`src/rtl/core_pkg.sv`:
```
// Core-wide widths, PC control encodings and the EXE->PC payload type.
package core_pkg;

    localparam int unsigned ADDR_WIDTH    = 32;
    localparam int unsigned DATA_WIDTH    = 32;
    localparam int unsigned PC_CTRL_WIDTH = 3;

    typedef logic [PC_CTRL_WIDTH-1:0] pc_ctrl_t;

    // Encodings not listed here fall back to sequential (PC_INC) behaviour.
    localparam pc_ctrl_t PC_INC  = 3'd0;
    localparam pc_ctrl_t PC_SET  = 3'd1;
    localparam pc_ctrl_t PC_ADD  = 3'd2;
    localparam pc_ctrl_t PC_COND = 3'd3;

    typedef struct packed {
        logic [ADDR_WIDTH-1:0] pc;
        logic [DATA_WIDTH-1:0] exe_out;
        logic [DATA_WIDTH-1:0] op3;
        pc_ctrl_t              pc_ctrl;
    } exe2pc_t;

endpackage

```
`src/rtl/pc_sequencer.sv`:
```
// Program-counter sequencer: owns the fetch PC, advances it while fetch
// accepts addresses, and resolves EXE control-flow payloads into redirects
// (flush + bubble) or a sticky halt on a misaligned target.
module pc_sequencer
    import core_pkg::*;
#(
    parameter logic [ADDR_WIDTH-1:0] START_ADDR    = '0,
    parameter int unsigned           BUBBLE_CYCLES = 2
) (
    input  logic                  clk,
    input  logic                  rst,
    input  logic                  exe2pc_valid_i,
    input  exe2pc_t               exe2pc_i,
    output logic                  exe2pc_ready_o,
    input  logic                  fetch_ready_i,
    output logic [ADDR_WIDTH-1:0] pc_o,
    output logic                  pc_valid_o,
    output logic                  flush_o,
    output logic                  misaligned_o
);

    typedef enum logic [1:0] {
        BOOT,
        RUN,
        BUBBLE,
        HALT
    } state_t;

    localparam logic [3:0] BUBBLE_LOAD = 4'(BUBBLE_CYCLES);

    state_t                state;
    state_t                state_next;
    logic [ADDR_WIDTH-1:0] pc;
    logic [ADDR_WIDTH-1:0] pc_next;
    logic [3:0]            bubble_cnt;
    logic [3:0]            bubble_next;
    logic                  flush;
    logic                  flush_next;
    logic                  misaligned;
    logic                  misaligned_next;
    logic                  active;
    logic                  active_next;

    logic [ADDR_WIDTH-1:0] base;
    logic [ADDR_WIDTH-1:0] seq_target;
    logic [ADDR_WIDTH-1:0] target;
    logic                  accept;
    logic                  redirect;

    // Resolve the payload's pc_ctrl into a target address relative to its own pc.
    always_comb begin
        base       = exe2pc_i.pc;
        seq_target = base + ADDR_WIDTH'(4);
        case (exe2pc_i.pc_ctrl)
            PC_SET:  target = {exe2pc_i.exe_out[ADDR_WIDTH-1:1], 1'b0};
            PC_ADD:  target = base + exe2pc_i.exe_out[ADDR_WIDTH-1:0];
            PC_COND: target = exe2pc_i.exe_out[0] ? base + exe2pc_i.op3[ADDR_WIDTH-1:0]
                                                  : seq_target;
            default: target = seq_target;
        endcase
        accept   = exe2pc_valid_i && active;
        redirect = (target != seq_target);
    end

    // Next-state and next-output decode; a redirect takes priority over the sequential +4.
    always_comb begin
        state_next      = state;
        pc_next         = pc;
        bubble_next     = bubble_cnt;
        flush_next      = 1'b0;
        misaligned_next = misaligned;
        case (state)
            BOOT: begin
                state_next = RUN;
            end
            RUN: begin
                if (accept && redirect) begin
                    flush_next = 1'b1;
                    if (target[1:0] != 2'b00) begin
                        misaligned_next = 1'b1;
                        state_next      = HALT;
                    end else begin
                        pc_next     = target;
                        bubble_next = BUBBLE_LOAD;
                        state_next  = BUBBLE;
                    end
                end else if (fetch_ready_i) begin
                    pc_next = pc + ADDR_WIDTH'(4);
                end
            end
            BUBBLE: begin
                bubble_next = bubble_cnt - 4'd1;
                if (bubble_cnt <= 4'd1) begin
                    state_next = RUN;
                end
            end
            HALT: begin
                state_next = HALT;
            end
            default: begin
                state_next = BOOT;
            end
        endcase
        // Valid and ready are registered copies of "next state is RUN", so they
        // depend on state alone and never on the incoming handshake.
        active_next = (state_next == RUN);
    end

    // State and registered outputs; reset forces BOOT and the start address at once.
    always_ff @(posedge clk or posedge rst) begin
        if (rst) begin
            state      <= BOOT;
            pc         <= START_ADDR;
            bubble_cnt <= '0;
            flush      <= 1'b0;
            misaligned <= 1'b0;
            active     <= 1'b0;
        end else begin
            state      <= state_next;
            pc         <= pc_next;
            bubble_cnt <= bubble_next;
            flush      <= flush_next;
            misaligned <= misaligned_next;
            active     <= active_next;
        end
    end

    assign pc_o           = pc;
    assign pc_valid_o     = active;
    assign exe2pc_ready_o = active;
    assign flush_o        = flush;
    assign misaligned_o   = misaligned;

endmodule

```
`config.mk`:
```
export PLATFORM = sky130hd
export DESIGN_NAME = pc_sequencer
export DESIGN_NICKNAME = d
export VERILOG_FILES = /design/src/rtl/core_pkg.sv /design/src/rtl/pc_sequencer.sv
export SDC_FILE = /design/constraint.sdc
export NUM_CORES = 1
export LEC_CHECK = 0
export CORE_MARGIN = 2
export CORE_UTILIZATION = 41
export DETAILED_ROUTE_END_ITERATION = 8
export SYNTH_ARGS = -nofsm -noshare
export SYNTH_HDL_FRONTEND = slang
export SYNTH_SLANG_ARGS = --single-unit
```
`constraint.sdc`:
```
create_clock -name clk -period 3.2 [get_ports clk]
set_input_delay 0.48 -clock clk [delete_from_list [all_inputs] [get_ports clk]]
set_output_delay 0.48 -clock clk [all_outputs]
set_load 0.005 [all_outputs]
```
==> results.json <==
{
  "numCtsBuffers": 5,
  "maxClockFrequency_mhz": 223,
  "syn_avg_cell_area_um2": 6.97,
  "yosys.area.top_type_share": 0.113,
  "critPathKind": "input port to flip-flop",
  "num_antenna_cells": 0,
  "fp.coreArea_um2": 21800,
  "drive_gt1_frac": 0.377,
  "maxCapViolCount": 0,
  "switchingPower_w": 0.00213,
  "hold_viol_final": 0,
  "synthesis.area_um2": 9050,
  "grt_max_degree": 42,
  "layout.nets": 2048,
  "switching_share": 0.430,
  "dpl.hpwl_mm": 37.8,
  "seqPwrFrac": 0.186,
  "status": "finished, violations left",
  "h-tree-depth": 2,
  "ctsHoldBuffers": 0,
  "final_antenna_net_count": 0,
  "vias": 13500,
  "clk_pin_slew_ns": 0.06,
  "wirelength_mm": 47.7,
  "clockBufferDepth": 2,
  "syn-num-nets": 1469,
  "grt_pass1_wl_mm": 72.0,
  "violations": "negative setup slack",
  "critPathMaxFanout": 5,
  "wl_per_cell_um": 22.1,
  "finalSetupTns_ns": -47.96,
  "maxSlewViolCount": 0,
  "rsz0062_at_grt": "yes",
  "grt_pass1_vias": 13000,
  "area_growth_pct": 74.5,
  "powerDensity_nw_per_um2": 314,
  "n_fill_cell": 1816,
  "setup_viol": 41,
  "power_frac_comb": 0.689,
  "pin_count": 139,
  "drt-vias-per-instance": 6.25,
  "cts_tree": "built",
  "cp_data_arrival_time_ns": 4.64,
  "place_congestion": 1.02,
  "die_y_um": 153,
  "crit_path_top_delay_cell": "or3_4",
  "p_int_w": 0.00283,
  "finalClockSkew_ns": 0.00366,
  "antenna_found_initial": 0,
  "relSlewSlack": 0.549,
  "p_clk_frac": 0.125,
  "drc": 0,
  "synthTopCellsByArea": "dfrtp_1 (11%), ha_1 (9.1%), a21oi_1 (6.4%), nand2_1 (6.0%), o21ai_0 (4.8%)",
  "path_cells": "clkdlybuf4s50_1 > ha_4 > buf_4 > nand4_1 > or3_4 > o21ai_4 > o21ai_0 > buf_4 > and2_1 > a311oi_1 > and4_1 > and4_1 > and4bb_4 > a21boi_4 > buf_12 > buf_16 > o311ai_4 > o311ai_1",
  "worstPathRequired_ns": 3.35,
  "start_util": 0.416,
  "syn_inst": 1298,
  "cts_num_sinks": 41,
  "ys.flop_type": "dfrtp_1",
  "async_reset_ff_frac": 1.00,
  "synth_edf_count": 0,
  "rows": 54,
  "post-route-min-period_ns": 4.49,
  "ys_warn_count": 0,
  "die_w_um": 153,
  "synth_top_area_cell": "dfrtp_1",
  "irDropWorstVdd_uv": 362,
  "finalCritPeriodShare": 1.40,
  "cts_root_buffer": "clkbuf_16",
  "numPlacedInstances": 2119,
  "yosys-top-cells-count": "nand2_1 (145), a21oi_1 (115), nor2_1 (111), o21ai_0 (87), ha_1 (66)",
  "synth_cell_type_count": 91,
  "clk_latency_ns": 0.29,
  "seq_area_frac_synth": 0.113,
  "stdcell_count": 2158,
  "max_slew.worst_pin.slew_ns": 0.669,
  "first_pass_iters": 6,
  "grt.total_usage": 0.388,
  "total_power_w": 0.00496,
  "hp-class": "flip-flop to flip-flop",
  "p_leak_nw": 6.63,
  "drt_iter0_drc": 1376,
  "port_buffers": 138,
  "cp_slowest_stage_delay_ns": 0.49,
  "setup_ws_ns": -1.29,
  "crit_path_start_kind": "input port",
  "end_kind": "flip-flop",
  "ys_seq_elements": 41,
  "synth.most_common_cell": "nand2_1",
  "fp.dieArea_um2": 23300,
  "grt_overflow": 0
}
worst max-delay path: cells and delay by family:
family / cells / cell delay, ns
adder cells (fa/ha/maj): 1 / 0.30
AO/OA/AOI/OAI: 6 / 1.16
buffers and inverters: 5 / 1.03
AND/OR/NAND/NOR: 6 / 1.67
final cells by class:
class | count | area (um^2) | share of cell area
clock buffer | 6 | 139 | 0.00879
timing repair buffer | 645 | 5410 | 0.343
sequential | 41 | 1030 | 0.0650
multi-input combinational | 1155 | 8720 | 0.552
tap | 280 | 350 | 0.0222
clock inverter | 2 | 37.5 | 0.00238
inverter | 29 | 109 | 0.00689
worst paths after layout:
check	start	end	slack [ns]	cells past startpoint
setup / recovery	exe2pc_i[9]	pc_o[16]	-1.29	18
hold / removal	misaligned_o	misaligned_o	0.47	1
setup reg to reg	pc_o[2]	pc_o[28]	0.06	9
hold reg to reg	misaligned_o	misaligned_o	0.47	1
max in group asynchronous	rst	pc_o[26]	2.17	3
min in group asynchronous	rst	misaligned_o	0.63	3
stage by stage:
step                cell area, um^2   util  setup slack (ns)  hold WS [ns]
finish                        15800  0.726             -1.29         0.470
global route                  15800  0.726             -1.36         0.503
CTS                           15400  0.708             -1.15         0.469
detailed placement            14200  0.655             -1.98         0.455
global placement              14200  0.655             -1.90         0.453
floorplan                      9210      -            -0.749         0.451
registers in the layout (all words and copies together) (netlist names):
| register | flops |
|---|---|
| bubble_cnt | 4 |
| exe2pc_ready_o | 1 |
| flush_o | 1 |
| misaligned_o | 1 |
| pc_o | 32 |
| state | 2 |
layer usage:
metal | share of wire | global-route usage
met5 | 0 | 0
met4 | 0.060 | 0.185
met3 | 0.080 | 0.0469
met2 | 0.45 | 0.633
met1 | 0.41 | 0.511
power groups by stage:
| stage | Clock [W] | Combinational (W) | Sequential, W |
|---|---|---|---|
| 2_1_floorplan | 0 | 0.00137 | 0.000866 |
| 3_3_place_gp | 0 | 0.00290 | 0.000900 |
| 3_5_place_dp | 0 | 0.00294 | 0.000906 |
| 4_1_cts | 0.000612 | 0.00322 | 0.000907 |
| 5_1_grt | 0.000640 | 0.00362 | 0.000948 |
| 6_report | 0.000619 | 0.00342 | 0.000922 |
cells by family (layout without fill, tap and decap cells):
family                     after synthesis  after routing  share of synthesized area
xor gates and xnor gates                58             58                     0.0561
AOI/OAI and AO/OA                      478            479                      0.367
buffers and inverters                  103            682                     0.0474
DFF                                     41             41                      0.113
and+or+nand+nor                        525            525                      0.292
muxes                                   25             25                     0.0282
adders and majority gates               68             68                     0.0957
repair_timing:
item | 4_1_cts | 5_1_grt
cloned | 4 | 2
setup endpoints to repair | 41 | 41
gates resized for setup | 181 | 65
setup buffers | 17 | 9
pin swaps | 51 | 27
cell usage in the layout (no fill, tap or decap), types with 21 or more instances in the layout:
| cell type | count |
|---|---|
| nand4_1 | 47 |
| xor2_1 | 25 |
| a21oi_2 | 22 |
| inv_1 | 27 |
| o21a_1 | 21 |
| o211ai_1 | 29 |
| dlygate4sd2_1 | 24 |
| nor3_1 | 36 |
| o21ai_0 | 67 |
| nand2b_1 | 22 |
| dfrtp_1 | 41 |
| ha_1 | 41 |
| ha_4 | 23 |
| nor2_1 | 104 |
| o21ai_1 | 21 |
| nand3_1 | 46 |
| xnor2_1 | 31 |
| a21oi_1 | 91 |
| buf_4 | 480 |
| nand2_1 | 142 |
| clkdlybuf4s50_1 | 106 |
Power figures use the tool's default switching activity.
